===== src/rtl/md_issue_ctrl_if.sv =====
// Pipeline/MD-unit bundle for md_issue_ctrl: request handshake, MD unit drive/return, read response.
// The master side is the pipeline plus MD unit; the slave side is the issue controller.
interface md_issue_ctrl_if;
  logic        req_valid;
  logic [3:0]  req_sel;
  logic [31:0] req_a;
  logic [31:0] req_b;
  logic        req_ready;
  logic        stall;
  logic        md_start;
  logic [3:0]  md_sel;
  logic [31:0] md_a;
  logic [31:0] md_b;
  logic        md_busy;
  logic [31:0] md_out;
  logic        rsp_valid;
  logic [31:0] rsp_data;
  logic        timeout_err;

  modport master (
    output req_valid, req_sel, req_a, req_b, md_busy, md_out,
    input  req_ready, stall, md_start, md_sel, md_a, md_b, rsp_valid, rsp_data, timeout_err
  );

  modport slave (
    input  req_valid, req_sel, req_a, req_b, md_busy, md_out,
    output req_ready, stall, md_start, md_sel, md_a, md_b, rsp_valid, rsp_data, timeout_err
  );
endinterface


===== src/rtl/md_issue_ctrl.sv =====
// E-stage issue controller for the HI/LO multiply/divide unit: one op at a time, stall while busy.
// Optional MD_PERF_EN adds perf_stall_cnt / perf_op_cnt counters.
module md_issue_ctrl #(
  parameter int unsigned MAX_WAIT = 16,
  parameter int unsigned CNT_W    = 5
) (
  input  logic           clk,
  input  logic           reset,
  md_issue_ctrl_if.slave bus
`ifdef MD_PERF_EN
  ,
  output logic [31:0]    perf_stall_cnt,
  output logic [31:0]    perf_op_cnt
`endif
);

  localparam int unsigned DW = 32;
  localparam int unsigned SW = 4;

  typedef enum logic [1:0] {S_IDLE, S_ISSUE, S_WAIT} state_e;

  state_e            state_q, state_d;
  logic [SW-1:0]     sel_q, sel_d;
  logic [DW-1:0]     a_q, a_d;
  logic [DW-1:0]     b_q, b_d;
  logic [CNT_W-1:0]  cnt_q, cnt_d, cnt_inc;
  logic              err_q, err_d;
  logic [DW-1:0]     rsp_data_q, rsp_data_d;
  logic              rsp_valid_q, rsp_valid_d;
  logic              req_ready_q, req_ready_d;
  logic              md_start_q, md_start_d;
  logic [SW-1:0]     md_sel_q, md_sel_d;
  logic [DW-1:0]     md_a_q, md_a_d;
  logic [DW-1:0]     md_b_q, md_b_d;
  logic              stall_c;
  logic              accept_op_c;

  function automatic logic sel_legal(input logic [SW-1:0] s);
    return (s >= SW'(1)) && (s <= SW'(8));
  endfunction

  function automatic logic sel_arith(input logic [SW-1:0] s);
    return (s >= SW'(1)) && (s <= SW'(4));
  endfunction

  assign stall_c     = bus.req_valid & ~req_ready_q;
  assign accept_op_c = bus.req_valid & req_ready_q & sel_legal(bus.req_sel);

  // Next state, latches, and registered outputs derived from the next state
  always_comb begin
    state_d     = state_q;
    sel_d       = sel_q;
    a_d         = a_q;
    b_d         = b_q;
    cnt_d       = '0;
    cnt_inc     = cnt_q + CNT_W'(1);
    err_d       = err_q;
    rsp_data_d  = rsp_data_q;
    rsp_valid_d = 1'b0;

    case (state_q)
      S_IDLE: begin
        if (accept_op_c) begin
          sel_d   = bus.req_sel;
          a_d     = bus.req_a;
          b_d     = bus.req_b;
          state_d = S_ISSUE;
        end
      end
      S_ISSUE: begin
        state_d = sel_arith(sel_q) ? S_WAIT : S_IDLE;
        if ((sel_q == SW'(5)) || (sel_q == SW'(6))) begin
          rsp_data_d  = bus.md_out;
          rsp_valid_d = 1'b1;
        end
      end
      S_WAIT: begin
        if (!bus.md_busy) begin
          state_d = S_IDLE;
        end else if (cnt_inc == CNT_W'(MAX_WAIT)) begin
          err_d   = 1'b1;
          state_d = S_IDLE;
        end else begin
          cnt_d = cnt_inc;
        end
      end
      default: state_d = S_IDLE;
    endcase

    // MD drive is zero outside ISSUE so HI/LO never see a stray mthi/mtlo
    req_ready_d = (state_d == S_IDLE);
    md_start_d  = (state_d == S_ISSUE) && sel_arith(sel_d);
    md_sel_d    = (state_d == S_ISSUE) ? sel_d : '0;
    md_a_d      = (state_d == S_ISSUE) ? a_d   : '0;
    md_b_d      = (state_d == S_ISSUE) ? b_d   : '0;
  end

  always_ff @(posedge clk) begin
    if (reset) begin
      state_q     <= S_IDLE;
      sel_q       <= '0;
      a_q         <= '0;
      b_q         <= '0;
      cnt_q       <= '0;
      err_q       <= 1'b0;
      rsp_data_q  <= '0;
      rsp_valid_q <= 1'b0;
      req_ready_q <= 1'b1;
      md_start_q  <= 1'b0;
      md_sel_q    <= '0;
      md_a_q      <= '0;
      md_b_q      <= '0;
    end else begin
      state_q     <= state_d;
      sel_q       <= sel_d;
      a_q         <= a_d;
      b_q         <= b_d;
      cnt_q       <= cnt_d;
      err_q       <= err_d;
      rsp_data_q  <= rsp_data_d;
      rsp_valid_q <= rsp_valid_d;
      req_ready_q <= req_ready_d;
      md_start_q  <= md_start_d;
      md_sel_q    <= md_sel_d;
      md_a_q      <= md_a_d;
      md_b_q      <= md_b_d;
    end
  end

  assign bus.req_ready   = req_ready_q;
  assign bus.stall       = stall_c;
  assign bus.md_start    = md_start_q;
  assign bus.md_sel      = md_sel_q;
  assign bus.md_a        = md_a_q;
  assign bus.md_b        = md_b_q;
  assign bus.rsp_valid   = rsp_valid_q;
  assign bus.rsp_data    = rsp_data_q;
  assign bus.timeout_err = err_q;

`ifdef MD_PERF_EN
  logic [31:0] perf_stall_cnt_q, perf_stall_cnt_d;
  logic [31:0] perf_op_cnt_q, perf_op_cnt_d;

  // Free-running event counters; wrap naturally at 2^32
  always_comb begin
    perf_stall_cnt_d = perf_stall_cnt_q;
    perf_op_cnt_d    = perf_op_cnt_q;
    if (stall_c)     perf_stall_cnt_d = perf_stall_cnt_q + 32'd1;
    if (accept_op_c) perf_op_cnt_d    = perf_op_cnt_q + 32'd1;
  end

  always_ff @(posedge clk) begin
    if (reset) begin
      perf_stall_cnt_q <= '0;
      perf_op_cnt_q    <= '0;
    end else begin
      perf_stall_cnt_q <= perf_stall_cnt_d;
      perf_op_cnt_q    <= perf_op_cnt_d;
    end
  end

  assign perf_stall_cnt = perf_stall_cnt_q;
  assign perf_op_cnt    = perf_op_cnt_q;
`endif

endmodule

===== src/flat_wrapper.sv =====
// flat-port wrapper written by rule: the top's interface ports become plain ports
module md_issue_ctrl_flat 
#(
  parameter int unsigned MAX_WAIT = 16,
  parameter int unsigned CNT_W    = 5
)
  (clk, reset, bus_req_valid, bus_req_sel, bus_req_a, bus_req_b, bus_md_busy, bus_md_out, bus_req_ready, bus_stall, bus_md_start, bus_md_sel, bus_md_a, bus_md_b, bus_rsp_valid, bus_rsp_data, bus_timeout_err);
  md_issue_ctrl_if bus_i ();
  input  logic clk;
  input  logic reset;
  input wire logic [$bits(bus_i.req_valid)-1:0] bus_req_valid;
  input wire logic [$bits(bus_i.req_sel)-1:0] bus_req_sel;
  input wire logic [$bits(bus_i.req_a)-1:0] bus_req_a;
  input wire logic [$bits(bus_i.req_b)-1:0] bus_req_b;
  input wire logic [$bits(bus_i.md_busy)-1:0] bus_md_busy;
  input wire logic [$bits(bus_i.md_out)-1:0] bus_md_out;
  output wire logic [$bits(bus_i.req_ready)-1:0] bus_req_ready;
  output wire logic [$bits(bus_i.stall)-1:0] bus_stall;
  output wire logic [$bits(bus_i.md_start)-1:0] bus_md_start;
  output wire logic [$bits(bus_i.md_sel)-1:0] bus_md_sel;
  output wire logic [$bits(bus_i.md_a)-1:0] bus_md_a;
  output wire logic [$bits(bus_i.md_b)-1:0] bus_md_b;
  output wire logic [$bits(bus_i.rsp_valid)-1:0] bus_rsp_valid;
  output wire logic [$bits(bus_i.rsp_data)-1:0] bus_rsp_data;
  output wire logic [$bits(bus_i.timeout_err)-1:0] bus_timeout_err;
  assign bus_i.req_valid = bus_req_valid;
  assign bus_i.req_sel = bus_req_sel;
  assign bus_i.req_a = bus_req_a;
  assign bus_i.req_b = bus_req_b;
  assign bus_i.md_busy = bus_md_busy;
  assign bus_i.md_out = bus_md_out;
  assign bus_req_ready = bus_i.req_ready;
  assign bus_stall = bus_i.stall;
  assign bus_md_start = bus_i.md_start;
  assign bus_md_sel = bus_i.md_sel;
  assign bus_md_a = bus_i.md_a;
  assign bus_md_b = bus_i.md_b;
  assign bus_rsp_valid = bus_i.rsp_valid;
  assign bus_rsp_data = bus_i.rsp_data;
  assign bus_timeout_err = bus_i.timeout_err;
  md_issue_ctrl #(.MAX_WAIT(MAX_WAIT), .CNT_W(CNT_W)) u_core (.clk(clk), .reset(reset), .bus(bus_i));
endmodule

===== config.mk =====
export PLATFORM = sky130hd
export DESIGN_NAME = md_issue_ctrl_flat
export DESIGN_NICKNAME = d
export VERILOG_FILES = /design/src/rtl/md_issue_ctrl_if.sv /design/src/rtl/md_issue_ctrl.sv /design/src/flat_wrapper.sv
export SDC_FILE = /design/constraint.sdc
export NUM_CORES = 1
export LEC_CHECK = 0
export ABC_AREA = 1
export BUFFER_PORTS_ARGS = -buffer_cell sky130_fd_sc_hd__buf_2
export CAP_MARGIN = 20
export CORE_ASPECT_RATIO = 1.1
export CORE_MARGIN = 2
export CORE_UTILIZATION = 44
export DETAILED_ROUTE_END_ITERATION = 12
export PLACE_DENSITY = 0.87
export SYNTH_ARGS = -nofsm -noshare
export SYNTH_HDL_FRONTEND = slang
export SYNTH_SLANG_ARGS = --single-unit
export TNS_END_PERCENT = 10

===== constraint.sdc =====
create_clock -name clk -period 1.2 [get_ports clk]
set_input_delay 0.06 -clock clk [delete_from_list [all_inputs] [get_ports clk]]
set_output_delay 0.06 -clock clk [all_outputs]
set_load 0.02 [all_outputs]

* Yosys cells after proc, flatten, opt, wreduce, memory -nomap -nowiden
Index checks and enable logic that the tools add are counted.
** Word-level totals
- Bits in registers :: 179
- Bits of input ports :: 104
- Output and inout bits :: 105
- Logic and storage cells :: 58
** Cells by class
- Add/subtract/negate cells :: 1
- Magnitude comparators :: 6
- Eq/ne operators :: 6
- Muxes and demuxes :: 12
- Bitwise gates (word level) :: 8
- Reduce and logical (&&, ||, !) cells :: 12
** Operators with widths (number)
- 32-bit 2-to-1 mux :: 4
- 4-bit by 1-bit greater-or-equal comparator with 1-bit output (second input constant) :: 3
- 4-bit by 3-bit == test with 1-bit output (second input constant) :: 2
- 4-bit by 3-bit <= comparator with 1-bit output (second input constant) :: 2
- 2-bit 2-to-1 mux :: 4
- 4-bit 2-to-1 mux :: 2
- 2-bit case mux with 3 select lines :: 1
- 5-bit by 1-bit adder with 5-bit output (second input constant) :: 1
- 5-bit == test (second input constant) :: 1
- 1-bit NOT :: 5
- 2-bit by 1-bit == test with 1-bit output (second input constant) :: 2
- 4-bit <= comparator (second input constant) :: 1
- 1-bit logical AND :: 4
- 2-bit zero test :: 2
- 2-bit OR reduction :: 2
- 4-bit OR reduction :: 1
- 1-bit AND :: 3
- 3-bit AND reduction :: 1
- 2-bit == test (second input constant) :: 1
- 2-bit AND reduction :: 1
- 1-bit logical OR :: 1
- 1-bit 2-to-1 mux :: 1

* Depth between registers and ports, before layout
- Word-level depth :: 8
- Mapped depth :: 12
- Gate-level depth less buffers :: 10

* Worst setup path before layout
Ideal clock, no wire load.
- Path kind :: register to register
- From :: reg u_core.req_ready_q (netlist: u_core.bus.req_ready)
- To :: reg u_core.md_start_q (netlist: u_core.bus.md_start)
- Library setup time :: 0.110 ns
- Arrival :: 1.374 ns
- Required time :: 1.090 ns
- Slack :: -0.285 ns
- Cell stages (with the launch flop) :: 12
- Buffers on the path :: 2
- Period minus slack after synthesis :: 1.485 ns
- Path through :: dfxtp_1 -> nand2_1 -> nor2_2 -> nand3_1 -> buf_6 -> buf_6 -> nand2_1 -> nand2_1 -> nand2_1 -> nand2_1 -> nand2_1 -> nor2_1
** Between the ends
- Cells in the longest elaborated chain, start to end :: 7
- Elaborated cells between the ends (all ways) :: 11
- Those cells by class :: order compare (2); eq/ne (1); mux (4); bitwise (2); reduce/logical (2)
** RTL lines
- from (decl) :: line md_issue_ctrl.sv:30 : logic req_ready_q, req_ready_d;
- from (signal assigned) :: line md_issue_ctrl.sv:122 : req_ready_q <= req_ready_d;
- 1-bit AND * (2 in a row) :: line md_issue_ctrl.sv:47 : assign accept_op_c = bus.req_valid & req_ready_q & sel_legal(bus.req_sel);
- 4-bit 2-to-1 mux :: line md_issue_ctrl.sv:63 : if (accept_op_c) begin
- 4-bit 2-to-1 mux :: line md_issue_ctrl.sv:61 : case (state_q)
- 4-bit by 1-bit greater-or-equal comparator with 1-bit output / 4-bit by 3-bit <= comparator with 1-bit output (equally long branches) :: line md_issue_ctrl.sv:43 : return (s >= SW'(1)) && (s <= SW'(4));
- 1-bit logical AND :: line md_issue_ctrl.sv:43
- 1-bit logical AND * :: line md_issue_ctrl.sv:92 : md_start_d = (state_d == S_ISSUE) && sel_arith(sel_d);
- to (signal assigned) :: line md_issue_ctrl.sv:123 : md_start_q <= md_start_d;
- to (decl) :: line md_issue_ctrl.sv:31 : logic md_start_q, md_start_d;
Every way passes the cells marked *; elsewhere a longest branch is shown, timed or not.
A chain may end at the register's enable or synchronous reset.

* Worst setup path after layout
- From :: reg u_core.state_q[0]
- To :: reg u_core.b_q[14]
** Between the ends
- Cells in the longest elaborated chain, start to end :: 2
** RTL lines
- from (decl) :: line md_issue_ctrl.sv:22 : state_e state_q, state_d;
- from (signal assigned) :: line md_issue_ctrl.sv:114 : state_q <= state_d;
- 2-bit zero test :: line md_issue_ctrl.sv:61
- 32-bit 2-to-1 mux :: line md_issue_ctrl.sv:61
- to (signal assigned) :: line md_issue_ctrl.sv:103 : b_q <= '0;
- to (signal assigned) :: line md_issue_ctrl.sv:117 : b_q <= b_d;
- to (decl) :: line md_issue_ctrl.sv:25 : logic [DW-1:0] b_q, b_d;
Every way passes these cells.

==> metrics.md <==
| Metric | Value |
|---|---|
| Slew headroom | 0.698 |
| Synthesized flop and latch total | 179 |
| N_diodes | 0 |
| CP Class | flip-flop to flip-flop |
| Clock sink total | between 150 and 200 |
| Global Route Usage Sum | 0.234 |
| Post-detailed-route count of antenna-violating nets | 0 |
| Tmin final | 1.47 ns |
| Max-cap violation count | 0 |
| GR Util met2 | 0.432 |
| Via count | 5318 |
| WL per Instance | 15.7 um |
| Max Fanout on Critical Path | 14 |
| Worst-Skew Late Latency | 0.42 ns |
| Chip Height | 123 um |
| Synthesized area | approximately 5700 um2 |
| Largest net degree at the start of global routing | 43 |
| Number of global-route vias before repair | around 5300 |
| Core area | approximately 13000 um2 |
| CP endpoint kind | flip-flop |
| RSZ-0062 raised after global routing | yes |
| FFs w/ async S/R, synth | 0 |
| Ys flop type | dfxtp_1 |
| Most frequent cells in the layout | buf_2, nor2_1, dfxtp_1, dlygate4sd3_1, mux2i_1 |
| Cell Pwr Density | 1500 nW/um2 |
| GRT Residual Overflow | 0 |
| TritonCTS Buffers | 17 |
| Startpoint Class | flip-flop |
| DR iter-0 viols | 448 |
| Total wire length | 17.2 mm |
| Die W | between 100 and 150 um |
| Worst slew pin tran | between 0.4 and 0.5 ns |
| RePlAce Congestion | around 0.80 |
| Placed instance count | 961 |
| Syn Nets | 693 |
| H-tree Lvls | 4 |
| Internal Power | 10700 uW |
| Post-synth cell types | 24 |
| Status | finished with violations |
| IO Pins | 209 |
| Row count | 43 |
| Top Usage Layer GRT | met2 |
| Failing checks | negative setup slack |
| Hold Crit Class | input port to flip-flop |
| Mean Syn Cell Area | between 9 and 10 um2 |
| Fin. max-slew vios | 0 |
| Register area share after synthesis | 0.629 |
| Sw Share | 0.236 |
| First drt pass iteration count | 5 |
| Detailed Place HPWL | 9.29 mm |
| CP required | between 1 and 1.5 ns |
| Period utilization | 1.23 |
| GR Layer Usage met1 | 0.247 |
| Final worst-path setup slack | -0.274 ns |
| Starting Density | 0.451 |
| Psw | between 3000 and 4000 uW |
| CTS tree | done |
| Leak Pwr | around 0.0045 uW |
| Synthesis-to-layout area growth | 63.5% |
| CTS Buffer Depth | 2 |
| Clock network power share | 0.433 |
| Arr. time, crit path | 1.77 ns |
| F_max | 678 MHz |
| Post-Layout Cell Count | 1096 |
| Total power | 14000 uW |
| Layout cells sized above 1 | 0.382 |
| Via-per-instance ratio | approximately 4.9 |
| Die area | 13900 um2 |
| GR Util met3 | 0.0706 |
| First-pass GRT wire length | 25.6 mm |
| Clock Skews | 0.00681 ns |
| Final Hold Viols | 0 |
| Final setup fails | 174 |
| Combinational fraction of design power | 0.121 |
| I/O Buffers | between 200 and 250 |
| Yosys synthesis warning count | 0 |
| Sequential power share | 0.446 |
| Clock root buffer | clkbuf_16 |
| Clock-pin slew on the worst setup and hold paths | 0.07 ns |
| Commonest non-fill, non-tap cell in the layout | buf_2 |
| Initial antenna violation count | 0 |
| Worst vdd ir | 1.15 mV |
| Final #Nets | 1031 |
| Final core utilization | 0.737 |
| Cell count after synthesis | 588 |
| DRC violations left | 0 |
| Post-synth EDFFs | 0 |
## cells by family (layout without fill, tap and decap cells)
group / after synthesis / count (layout) / synth area share
AND/OR/NAND/NOR: 250 / 250 / 0.172
flip-flops: 179 / 179 / 0.629
multiplexers: 64 / 64 / 0.112
buffers and inverters: 54 / 405 / 0.0472
AO/OA/AOI/OAI: 37 / 37 / 0.0327
XOR/XNOR: 3 / 3 / 0.00461
adder cells (fa/ha/maj): 1 / 1 / 0.00220
## path summary, 6_finish.rpt
| path | cells past startpoint | end | slack [ns] | start |
|---|---|---|---|---|
| worst max-delay path | 8 | u_core.b_q[14]$_SDFF_PP0_ | -0.27 | u_core.state_q[0]$_SDFF_PP0_ |
| worst min-delay path | 4 | u_core.bus.rsp_data[31]$_SDFFE_PP0P_ | 0.02 | bus_md_out[31] |
| worst max register to register | 8 | u_core.b_q[14]$_SDFF_PP0_ | -0.27 | u_core.state_q[0]$_SDFF_PP0_ |
| worst min register to register | 2 | u_core.bus.timeout_err$_SDFFE_PP0P_ | 0.45 | u_core.bus.timeout_err$_SDFFE_PP0P_ |
## synthesized netlist by cell type (2+ instances only)
| cell type | number | area share |
|---|---|---|
| o21ai_0 | 33 | 0.029 |
| nor2_1 | 210 | 0.14 |
| clkbuf_1 | 15 | 0.0099 |
| buf_4 | 6 | 0.0079 |
| buf_2 | 5 | 0.0044 |
| inv_2 | 2 | 0.0013 |
| nand4_1 | 4 | 0.0044 |
| inv_1 | 20 | 0.013 |
| nand3_1 | 7 | 0.0061 |
| a21oi_1 | 2 | 0.0018 |
| dfxtp_1 | 179 | 0.63 |
| xor2_1 | 2 | 0.0031 |
| mux2i_1 | 64 | 0.11 |
| buf_6 | 5 | 0.0099 |
| nand2_1 | 25 | 0.016 |
## what timing repair did
action                     4_1_cts  5_1_grt
pin swaps                       17        4
setup endpoints to repair      178      178
hold endpoints to repair       159        0
cloned                           2        3
hold buffers                    95        0
resized for setup               26       81
setup buffers                    2        1
## per-stage QoR
step	setup TNS, ns	worst slack [ns]	hold WS [ns]	cell area (um2)
2_1_floorplan	-8.42	-0.0974	0.223	5780
5_1_grt	-38.02	-0.328	0.0585	9320
3_3_place_gp	-21.25	-0.183	0.307	7190
6_report	-25.46	-0.274	0.0238	9320
4_1_cts	-25.74	-0.196	0.0175	8940
3_5_place_dp	-28.68	-0.242	0.315	7190
## critical path: stages (launching register included)
cell and delay [ns]:
dfxtp_2 0.35, inv_2 0.04, nand2_2 0.06, nor2_4 0.05, nand3_4 0.08, buf_12 0.16, buf_12 0.20, mux2i_1 0.31
nor2_1 0.09
## final cells by class
cell class                 instances  area [um2]
sequential                       179        3590
timing repair buffer             351        2550
tap                              157         196
fill                             809        3330
inverter                          22        95.1
clock buffer                      19         453
multi-input combinational        355        2230
clock inverter                    13         195
## sequential cells by signal, summed over array words and instances, names as in the netlist
register,count
u_core.bus.req_ready,1
u_core.a_q,32
u_core.bus.md_b,32
u_core.bus.rsp_valid,1
u_core.bus.timeout_err,1
u_core.sel_q,4
u_core.bus.md_start,1
u_core.state_q,2
u_core.bus.md_a,32
u_core.bus.md_sel,4
u_core.cnt_q,5
u_core.b_q,32
u_core.bus.rsp_data,32
## layer usage
metal	vias to the layer above	part of all wire	wire, um
li1	2542	-	-
met1	2491	0.37	6380
met2	249	0.53	9190
met3	36	0.073	1260
met4	0	0.022	386
met5	-	0	0
## power by group through the flow
stage	clock network, uW	registers, uW	logic (uW)
6_report	6050	6230	1690
5_1_grt	6390	6240	1800
4_1_cts	6130	6210	1480
2_1_floorplan	0	6400	635
3_5_place_dp	0	6340	1130
3_3_place_gp	0	6330	1100
Power figures use the tool's default switching activity.
